`src/rtl/random_access_memory.sv`:
```
// 16 x 8 SAP-1 program/data memory: registered run-mode reads onto an OR-able bus,
// plus a front-panel program mode with edge-detected write button and optional auto-increment.
module random_access_memory #(
  parameter int ADDR_WIDTH = 4,
  parameter int DATA_WIDTH = 8
) (
  input  logic                  clock,
  input  logic                  reset,
  input  logic [ADDR_WIDTH-1:0] i_address,
  input  logic                  i_output_enable,
  input  logic                  i_prog_mode,
  input  logic [ADDR_WIDTH-1:0] i_prog_address,
  input  logic [DATA_WIDTH-1:0] i_prog_data,
  input  logic                  i_prog_write,
  input  logic                  i_prog_auto_inc,
  output logic [DATA_WIDTH-1:0] o_data,
  output logic                  o_data_valid,
  output logic [ADDR_WIDTH-1:0] o_prog_address
);

  localparam int DEPTH = 2 ** ADDR_WIDTH;

  localparam logic [1:0] RUN        = 2'd0;
  localparam logic [1:0] PROG_IDLE  = 2'd1;
  localparam logic [1:0] PROG_WRITE = 2'd2;

  logic [1:0]            state;
  logic                  write_q;
  logic [ADDR_WIDTH-1:0] pointer;
  logic [DATA_WIDTH-1:0] mem [DEPTH];
  logic                  write_edge;

  // The history register updates in every state, so a button held across mode entry never writes.
  assign write_edge     = i_prog_write & ~write_q;
  assign o_prog_address = pointer;

  always_ff @(posedge clock or negedge reset) begin
    if (!reset) begin
      state        <= RUN;
      write_q      <= 1'b0;
      pointer      <= '0;
      o_data       <= '0;
      o_data_valid <= 1'b0;
      // NOTE: the array is built from flops with an async clear, because reset must zero every word;
      // a RAM macro could not honour that, so do not expect this to map onto block memory.
      for (int i = 0; i < DEPTH; i++) mem[ADDR_WIDTH'(i)] <= '0;
    end else begin
      // NOTE: all state here uses non-blocking assignments so every branch sees pre-edge values.
      write_q      <= i_prog_write;
      o_data       <= '0;
      o_data_valid <= 1'b0;
      case (state)
        RUN: begin
          if (i_output_enable) begin
            o_data       <= mem[i_address];
            o_data_valid <= 1'b1;
          end
          if (i_prog_mode) begin
            state   <= PROG_IDLE;
            pointer <= i_prog_address;
          end
        end
        PROG_IDLE: begin
          if (!i_prog_auto_inc) pointer <= i_prog_address;
          if (!i_prog_mode)     state   <= RUN;
          else if (write_edge)  state   <= PROG_WRITE;
        end
        PROG_WRITE: begin
          // The write always completes, even when program mode drops on this same edge.
          mem[pointer] <= i_prog_data;
          pointer      <= i_prog_auto_inc ? pointer + 1'b1 : i_prog_address;
          state        <= i_prog_mode ? PROG_IDLE : RUN;
        end
        default: state <= RUN;
      endcase
    end
  end

endmodule

```
`config.mk`:
```
export PLATFORM = sky130hd
export DESIGN_NAME = random_access_memory
export DESIGN_NICKNAME = d
export VERILOG_FILES = /design/src/rtl/random_access_memory.sv
export SDC_FILE = /design/constraint.sdc
export NUM_CORES = 1
export LEC_CHECK = 0
export CAP_MARGIN = 20
export CELL_PAD_IN_SITES_DETAIL_PLACEMENT = 0
export CELL_PAD_IN_SITES_GLOBAL_PLACEMENT = 1
export CORE_ASPECT_RATIO = 0.75
export CORE_UTILIZATION = 51
export DETAILED_ROUTE_END_ITERATION = 8
export PLACE_DENSITY_LB_ADDON = 0.2
export SYNTH_ARGS = -nofsm -noshare
export SYNTH_HDL_FRONTEND = slang
export SYNTH_SLANG_ARGS = --single-unit
```
`constraint.sdc`:
```
create_clock -name clock -period 2.56 [get_ports clock]
set_clock_uncertainty 0.2 [all_clocks]
set_input_delay 0.64 -clock clock [delete_from_list [all_inputs] [get_ports clock]]
set_output_delay 0.64 -clock clock [all_outputs]
set_load 0.01 [all_outputs]
```
==> results.md, run 1 <==
- Vias: 3430
- VDD IR max: 0.000696 V
- Synth Flop Type: dfrtp_1
- I/O pin total: 35
- Post-synthesis xor/xnor area fraction: 0%
- Largest family of logic cells by synthesized area: multiplexers
- Pins Over Slew Limit: 0
- Min-Delay Path Class: in2async
- TritonCTS Sinks: 144
- Switching portion of total power: 24.3%
- Yosys warnings: 0
- Synth Area in Simple Gates: 4.62%
- Relative slew margins: 47.4%
- CTS tree: done
- # DRC: 0
- Worst-Margin Slew: 0.789 ns
- Startpoint Class: flip-flop
- Fraction of layout cells with a size suffix above 1: 33.8%
- Area of the core region: 0.0117 mm2
- Die span in x: 130 um
- Final Net Count: 442
- CTS Buffer Depth: 2
- DR pass1 iterations: 4
- Async SR Flop Fraction: 55.6%
- RSZ-0062 raised after global routing: false
- Comb power frac: 8.9%
- Leakage power: 3.08 nW
- Clock transition at path regs: 0.06 ns
- Type of the worst setup path: reg2out
- DR vias/cell: 5.80
- Post-synthesis instance area: 0.00622 mm2
- Starting density of the core: 53.0%
- Post-DRT Antenna Nets: 0
- Data arrival, critical path: 1.54 ns
- Max incr delay on CP: 0.60 ns
- Iter 0 DRT Violations: 334
- Setup TNS: 0 ns
- Final min period: 2.38 ns
- Post-synthesis adder-cell area fraction: 0.804%
- # diodes: 0
- Required time of the critical path: 1.72 ns
- Setup violators final: 0
- Root buffer cell: clkbuf_16
- Initial antenna violation count: 0
- Mux contribution to synthesized area: 25.5%
- Vias in the first global route: 3453
- WL per Instance: 23.0 um
- Final HPWL DP: 9270 um
- Cell family with most CP delay: buffers and inverters
- Routability cong.: 0.771
- Slowest stage cell on the critical path: clkdlybuf4s50_1
- Net Count, Synth: 383
- Power per Cell Area: 745 mW/mm2
- Skew-Pair Late Insertion Delay: 0.42 ns
- Commonest non-fill, non-tap cell in the layout: dfrtp_1
- CP Capture Type: primary output
- Total global-route track usage: 24.1%
- Global-route wire length before repair: 21300 um
- CP bufs+invs: 1
- Post-CTS Setup Bufs: 0
- Cells after synthesis: 357
- Num CTS Buffers: 17
- Total power: 5.54 mW
- Number of synthesized flops with an enable pin: 64
- Compound-gate portion of the synthesized area: 4.18%
- CTS Hold Bufs: 0
- Seq/Total Area, Yosys: 63.0%
- DIE HEIGHT: 97.7 um
- Post-route insts no fill: 591
- WL final: 13600 um
- Final Cycle Share: 93.1%
- H-tree Lvls: 4
- Max cap viols: 0
- Post-CTS sizing: 0
- GRT Residual Overflow: 0
- Psw: 1.35 mW
- Row count: 34
- Internal power: 4.19 mW
- CP Cell Sequence: clkdlybuf4s50_1
- Most frequent cells in the layout: dfrtp_1 (79), edfxtp_1 (64), mux2_2 (50), clkdlybuf4s50_1 (31), buf_4 (21)
- Status: finished clean
- Clk pwr share: 43.8%
- Fin. Hold Viols: 0
- Share of power burned in registers: 47.2%
- Cells after DPL: 559
- Pin count of the biggest net entering global routing: 63
- Synth-to-layout area growth: 19.6%
- Average size of a mapped cell: 17.4 um2
- CP max FO: 11
- Area of the die: 0.0127 mm2
- Seq cells post-synth: 144
- Synth unique cells: 39
- Hold Slack: 0.0495 ns
- FMAX: 420 MHz
- Port buffer count: 34
power groups by stage:
stage	Combinational, mW	Sequential [mW]	Clock, mW
2_1_floorplan	0.286	2.63	0
3_3_place_gp	0.484	2.66	0
3_5_place_dp	0.496	2.66	0
4_1_cts	0.497	2.61	2.46
5_1_grt	0.536	2.63	2.56
6_report	0.494	2.62	2.43
metrics by stage:
| step | util, % | instance area, um2 | setup slack [ns] |
|---|---|---|---|
| floorplan | - | 6220 | 0.212 |
| CTS | 63.4 | 7440 | 0.0564 |
| finish | 63.4 | 7440 | 0.177 |
| global placement | 58.4 | 6860 | 0.0187 |
| detailed placement | 58.4 | 6860 | 0.0329 |
| global route | 63.4 | 7440 | 0.109 |
cell usage after synthesis (3+ instances only):
| cell type | n | area [um2] |
|---|---|---|
| a21oi_1 | 5 | 25.0 |
| a221o_1 | 7 | 70.1 |
| a22o_1 | 8 | 70.1 |
| a22oi_1 | 7 | 52.6 |
| and3_1 | 7 | 43.8 |
| buf_2 | 4 | 20.0 |
| buf_6 | 3 | 33.8 |
| clkbuf_1 | 8 | 30.0 |
| dfrtp_1 | 80 | 2000 |
| edfxtp_1 | 64 | 1920 |
| ha_1 | 4 | 50.1 |
| mux2_2 | 50 | 563 |
| mux2_4 | 16 | 240 |
| mux2i_1 | 17 | 170 |
| mux4_1 | 13 | 342 |
| mux4_2 | 12 | 270 |
| nand2_1 | 5 | 18.8 |
| nand2b_1 | 3 | 18.8 |
| nand3_1 | 3 | 15.0 |
| nand3b_1 | 3 | 22.5 |
| nor2_1 | 6 | 22.5 |
| nor2_2 | 4 | 25.0 |
| nor2b_1 | 5 | 31.3 |
flip-flops by register name, summed over array words and instances, names as in the netlist:
name            cells
o_data              8
write_q             1
state               2
mem               128
o_data_valid        1
o_prog_address      4
layer usage:
metal  routed length [um]  share of wire [%]  global-route usage (%)  up-vias
met5                    0                  0                       0        -
met4                  144                1.1                    6.71        0
met3                  568                4.2                    4.96       11
met2                 5830                 43                    32.2       92
met1                 7020                 52                    39.6     1801
li1                     -                  -                       -     1526
cells by family after synthesis:
logic type,count (synthesis)
multiplexers,108
flip-flops,144
AO/OA/AOI/OAI,33
adder cells (fa/ha/maj),4
AND/OR/NAND/NOR,49
buffers and inverters,19
final timing paths:
| kind | startpoint | endpoint | slack (ns) | depth (start not counted) |
|---|---|---|---|---|
| worst max-delay path | o_prog_address[3]$_DFFE_PN0P_ | o_prog_address[3] | 0.18 | 1 |
| worst min-delay path | reset | o_data_valid$_DFF_PN0_ | 0.05 | 2 |
| worst max register to register | state[0]$_DFFE_PN0P_ | mem[107]$_DFFE_PN0P_ | 0.31 | 4 |
| worst min register to register | mem[77]$_DFFE_PN0P_ | mem[77]$_DFFE_PN0P_ | 0.30 | 1 |
| max in group asynchronous | reset | mem[71]$_DFFE_PN0P_ | 1.39 | 2 |
| min in group clock | mem[77]$_DFFE_PN0P_ | mem[77]$_DFFE_PN0P_ | 0.30 | 1 |
final cells by class:
class                      instances  area (um2)
timing repair buffer              57         538
tap                              162         203
clock inverter                    14         146
multi-input combinational        194        2180
inverter                           2        7.51
fill                             852        4300
sequential                       144        3930
clock buffer                      18         439
Note: power is estimated with default switching activity, not from simulation.
==> run 2, diff against run 1 <==
--- a/config.mk
+++ b/config.mk
@@ -11,3 +11,3 @@
 export CORE_ASPECT_RATIO = 0.75
-export CORE_UTILIZATION = 51
+export CORE_UTILIZATION = 45
 export DETAILED_ROUTE_END_ITERATION = 8
--- a/constraint.sdc
+++ b/constraint.sdc
@@ -4,2 +4,2 @@
 set_output_delay 0.64 -clock clock [all_outputs]
-set_load 0.01 [all_outputs]
+set_load 0.05 [all_outputs]
==> run 2 against run 1 <==
- setup slack worse by 0.035 ns
- sequential power about the same
- critical endpoint is now o_data[4]
- hold slack about the same
- total power rose by 1.3%
- final cell count grew 2.5%
==> results.md, run 2 (same netlist as run 1, synthesis figures left out) <==
- Status: finished clean (unchanged)
- Min-Delay Path Class: in2async (unchanged)
- H-tree Lvls: 4 (unchanged)
- CTS tree: done (unchanged)
- M3 GR Usage: 6.71% (was 4.96%)
- Root buffer cell: clkbuf_16 (unchanged)
- Final std cell area, no fill: 0.00749 mm2 (was 0.00744 mm2)
- Startpoint Class: flip-flop (unchanged)
- # diodes: 0 (unchanged)
- Final HPWL DP: 9570 um (was 9270 um)
- CTS Hold Bufs: 0 (unchanged)
- Power per Cell Area: 750 mW/mm2 (was 745 mW/mm2)
- Area of the core region: 0.0132 mm2 (was 0.0117 mm2)
- Iter 0 DRT Violations: 257 (was 334)
- Vias in the first global route: 3502 (was 3453)
- Crit path from: o_data[4]$_DFF_PN0_ (was o_prog_address[3]$_DFFE_PN0P_)
- Setup violators final: 0 (unchanged)
- Met2 Usage GRT: 29.6% (was 32.2%)
- RSZ-0062 raised after global routing: false (unchanged)
- Clock transition at path regs: 0.06 ns (about the same)
- Area of the die: 0.0143 mm2 (was 0.0127 mm2)
- CP bufs+invs: 1 (unchanged)
- Post-DRT Antenna Nets: 0 (unchanged)
- Max reg flops: 128 (unchanged)
- Worst-Margin Slew: 0.831 ns (was 0.789 ns)
- DR vias/cell: 5.70 (was 5.80)
- Initial antenna violation count: 1 (was 0)
- Total global-route track usage: 21.4% (was 24.1%)
- FMAX: 414 MHz (was 420 MHz)
- Final Cycle Share: 94.4% (was 93.1%)
- GRT Residual Overflow: 0 (unchanged)
- Post-CTS sizing: 2 (was 0)
- Pin count of the biggest net entering global routing: 65 (was 63)
- DR pass1 iterations: 4 (unchanged)
- Max incr delay on CP: 0.82 ns (was 0.60 ns)
- Fraction of layout cells with a size suffix above 1: 34.3% (was 33.8%)
- Critical R2R Launch: state[0]$_DFFE_PN0P_ (unchanged)
- I/O pin total: 35 (unchanged)
- Placed cell area: 0.00691 mm2 (was 0.00686 mm2)
- # fillers: 1036 (was 852)
- CTS Buffer Depth: 2 (unchanged)
- Cells on worst reg2reg path: 4 (unchanged)
- Most frequent cells in the layout: dfrtp_1 (80), edfxtp_1 (64), mux2_2 (50), clkdlybuf4s50_1 (28), buf_4 (28) (was dfrtp_1 (79), edfxtp_1 (64), mux2_2 (50), clkdlybuf4s50_1 (31), buf_4 (21))
- Slowest stage cell on the critical path: clkdlybuf4s50_1 (unchanged)
- Commonest non-fill, non-tap cell in the layout: dfrtp_1 (unchanged)
- Pins Over Slew Limit: 0 (unchanged)
- Routability cong.: 0.754 (was 0.771)
- # DRC: 0 (unchanged)
- Fin. Hold Viols: 0 (unchanged)
- Skew-Pair Late Insertion Delay: 0.41 ns (was 0.42 ns)
- Port buffer count: 34 (unchanged)
- Register with the most flip-flops: mem (unchanged)
- Leakage power: 3.10 nW (was 3.08 nW)
- Register area: 0.00392 mm2 (was 0.00393 mm2)
- Hold Slack: 0.0497 ns (was 0.0495 ns)
- Starting density of the core: 47.0% (was 53.0%)
- DIE HEIGHT: 104 um (was 97.7 um)
- CP Capture Type: primary output (unchanged)
- Row count: 36 (was 34)
- Data arrival, critical path: 1.58 ns (was 1.54 ns)
- Gr busiest metal: met1 (unchanged)
- Final min period: 2.42 ns (was 2.38 ns)
- Routing usage on met1: 31.9% (was 39.6%)
- Num CTS Buffers: 17 (unchanged)
- CP Cell Sequence: clkdlybuf4s50_1 (unchanged)
- TritonCTS Sinks: 144 (unchanged)
- Cell family with most CP delay: buffers and inverters (unchanged)
- Post-CTS Setup Bufs: 0 (unchanged)
- Type of the worst setup path: reg2out (unchanged)
- Relative slew margins: 44.6% (was 47.4%)
- VDD IR max: 0.000504 V (was 0.000696 V)
- Final Net Count: 448 (was 442)
- Vias: 3454 (was 3430)
- Fin worst setup slack: 0.142 ns (was 0.177 ns)
- Critical R2R Capture: mem[111]$_DFFE_PN0P_ (was mem[107]$_DFFE_PN0P_)
- WL per Instance: 23.1 um (was 23.0 um)
- WL final: 14000 um (was 13600 um)
- Worst slack, placed: 0.0379 ns (was 0.0329 ns)
- Multi-input logic area: 0.00218 mm2 (unchanged)
- Reg2reg setup slack: 0.33 ns (was 0.31 ns)
- Global-route wire length before repair: 21400 um (was 21300 um)
- Cells after DPL: 574 (was 559)
- Max cap viols: 0 (unchanged)
- Die span in x: 138 um (was 130 um)
- CP max FO: 1 (was 11)
- Critical Path Stages: 1 (unchanged)
- Synth-to-layout area growth: 20.3% (was 19.6%)
- Required time of the critical path: 1.72 ns (about the same)
- Post-route insts no fill: 606 (was 591)
- Setup TNS: 0 ns (unchanged)
==> run 2: cell count changes in the layout (fill, tap and decap cells not counted), sizes merged <==
cell	before	now
bufinv	1	2
clkinvlp	2	5
inv	8	3
clkinv	5	4
clkbuf	18	20
clkdlybuf4s50	31	28
buf	26	33
dlygate4sd2	0	2
==> run 2: worst register-to-register path: cells and delay by family (launching register included) <==
kind,cells,cell delay [ns]
simple gates,3,1.08
flops,1,0.44
mux,1,0.39
==> run 2: metal layers <==
layer | vias up | share of wire (%)
met5 | - | 0
met4 | 0 | 0.83
met3 | 12 | 6.4
met2 | 91 | 45
met1 | 1814 | 48
li1 | 1537 | -
==> run 2: final cells by class <==
| type | count | area share (%) |
|---|---|---|
| Clock inverter | 12 | 1.82 |
| Inverter | 2 | 0.100 |
| Clock buffer | 20 | 5.96 |
| Sequential cell | 144 | 52.4 |
| Timing Repair Buffer | 63 | 7.72 |
| Tap cell | 171 | 2.86 |
| Multi-Input combinational cell | 194 | 29.2 |
==> run 2: where the power goes <==
part	total, mW	internal (mW)	switching [mW]
clock	2.43	1.47	0.964
sequential	2.61	2.53	0.0824
combinational	0.573	0.273	0.299
==> run 2: worst max-delay path by stage <==
stage                          end
2_1_floorplan    mem[56]$_DFFE_PP_
3_3_place_gp   o_data[6]$_DFF_PN0_
3_5_place_dp   o_data[6]$_DFF_PN0_
4_1_cts                  o_data[4]
5_1_grt                  o_data[7]
6_report                 o_data[4]
==> run 2: metrics by stage <==
step                      util, %  total power, mW
after floorplan                 -             2.98
after global placement       52.2             3.21
after detailed placement     52.2             3.23
after CTS                    56.6             5.65
after global routing         56.6             5.80
final                        56.6             5.61
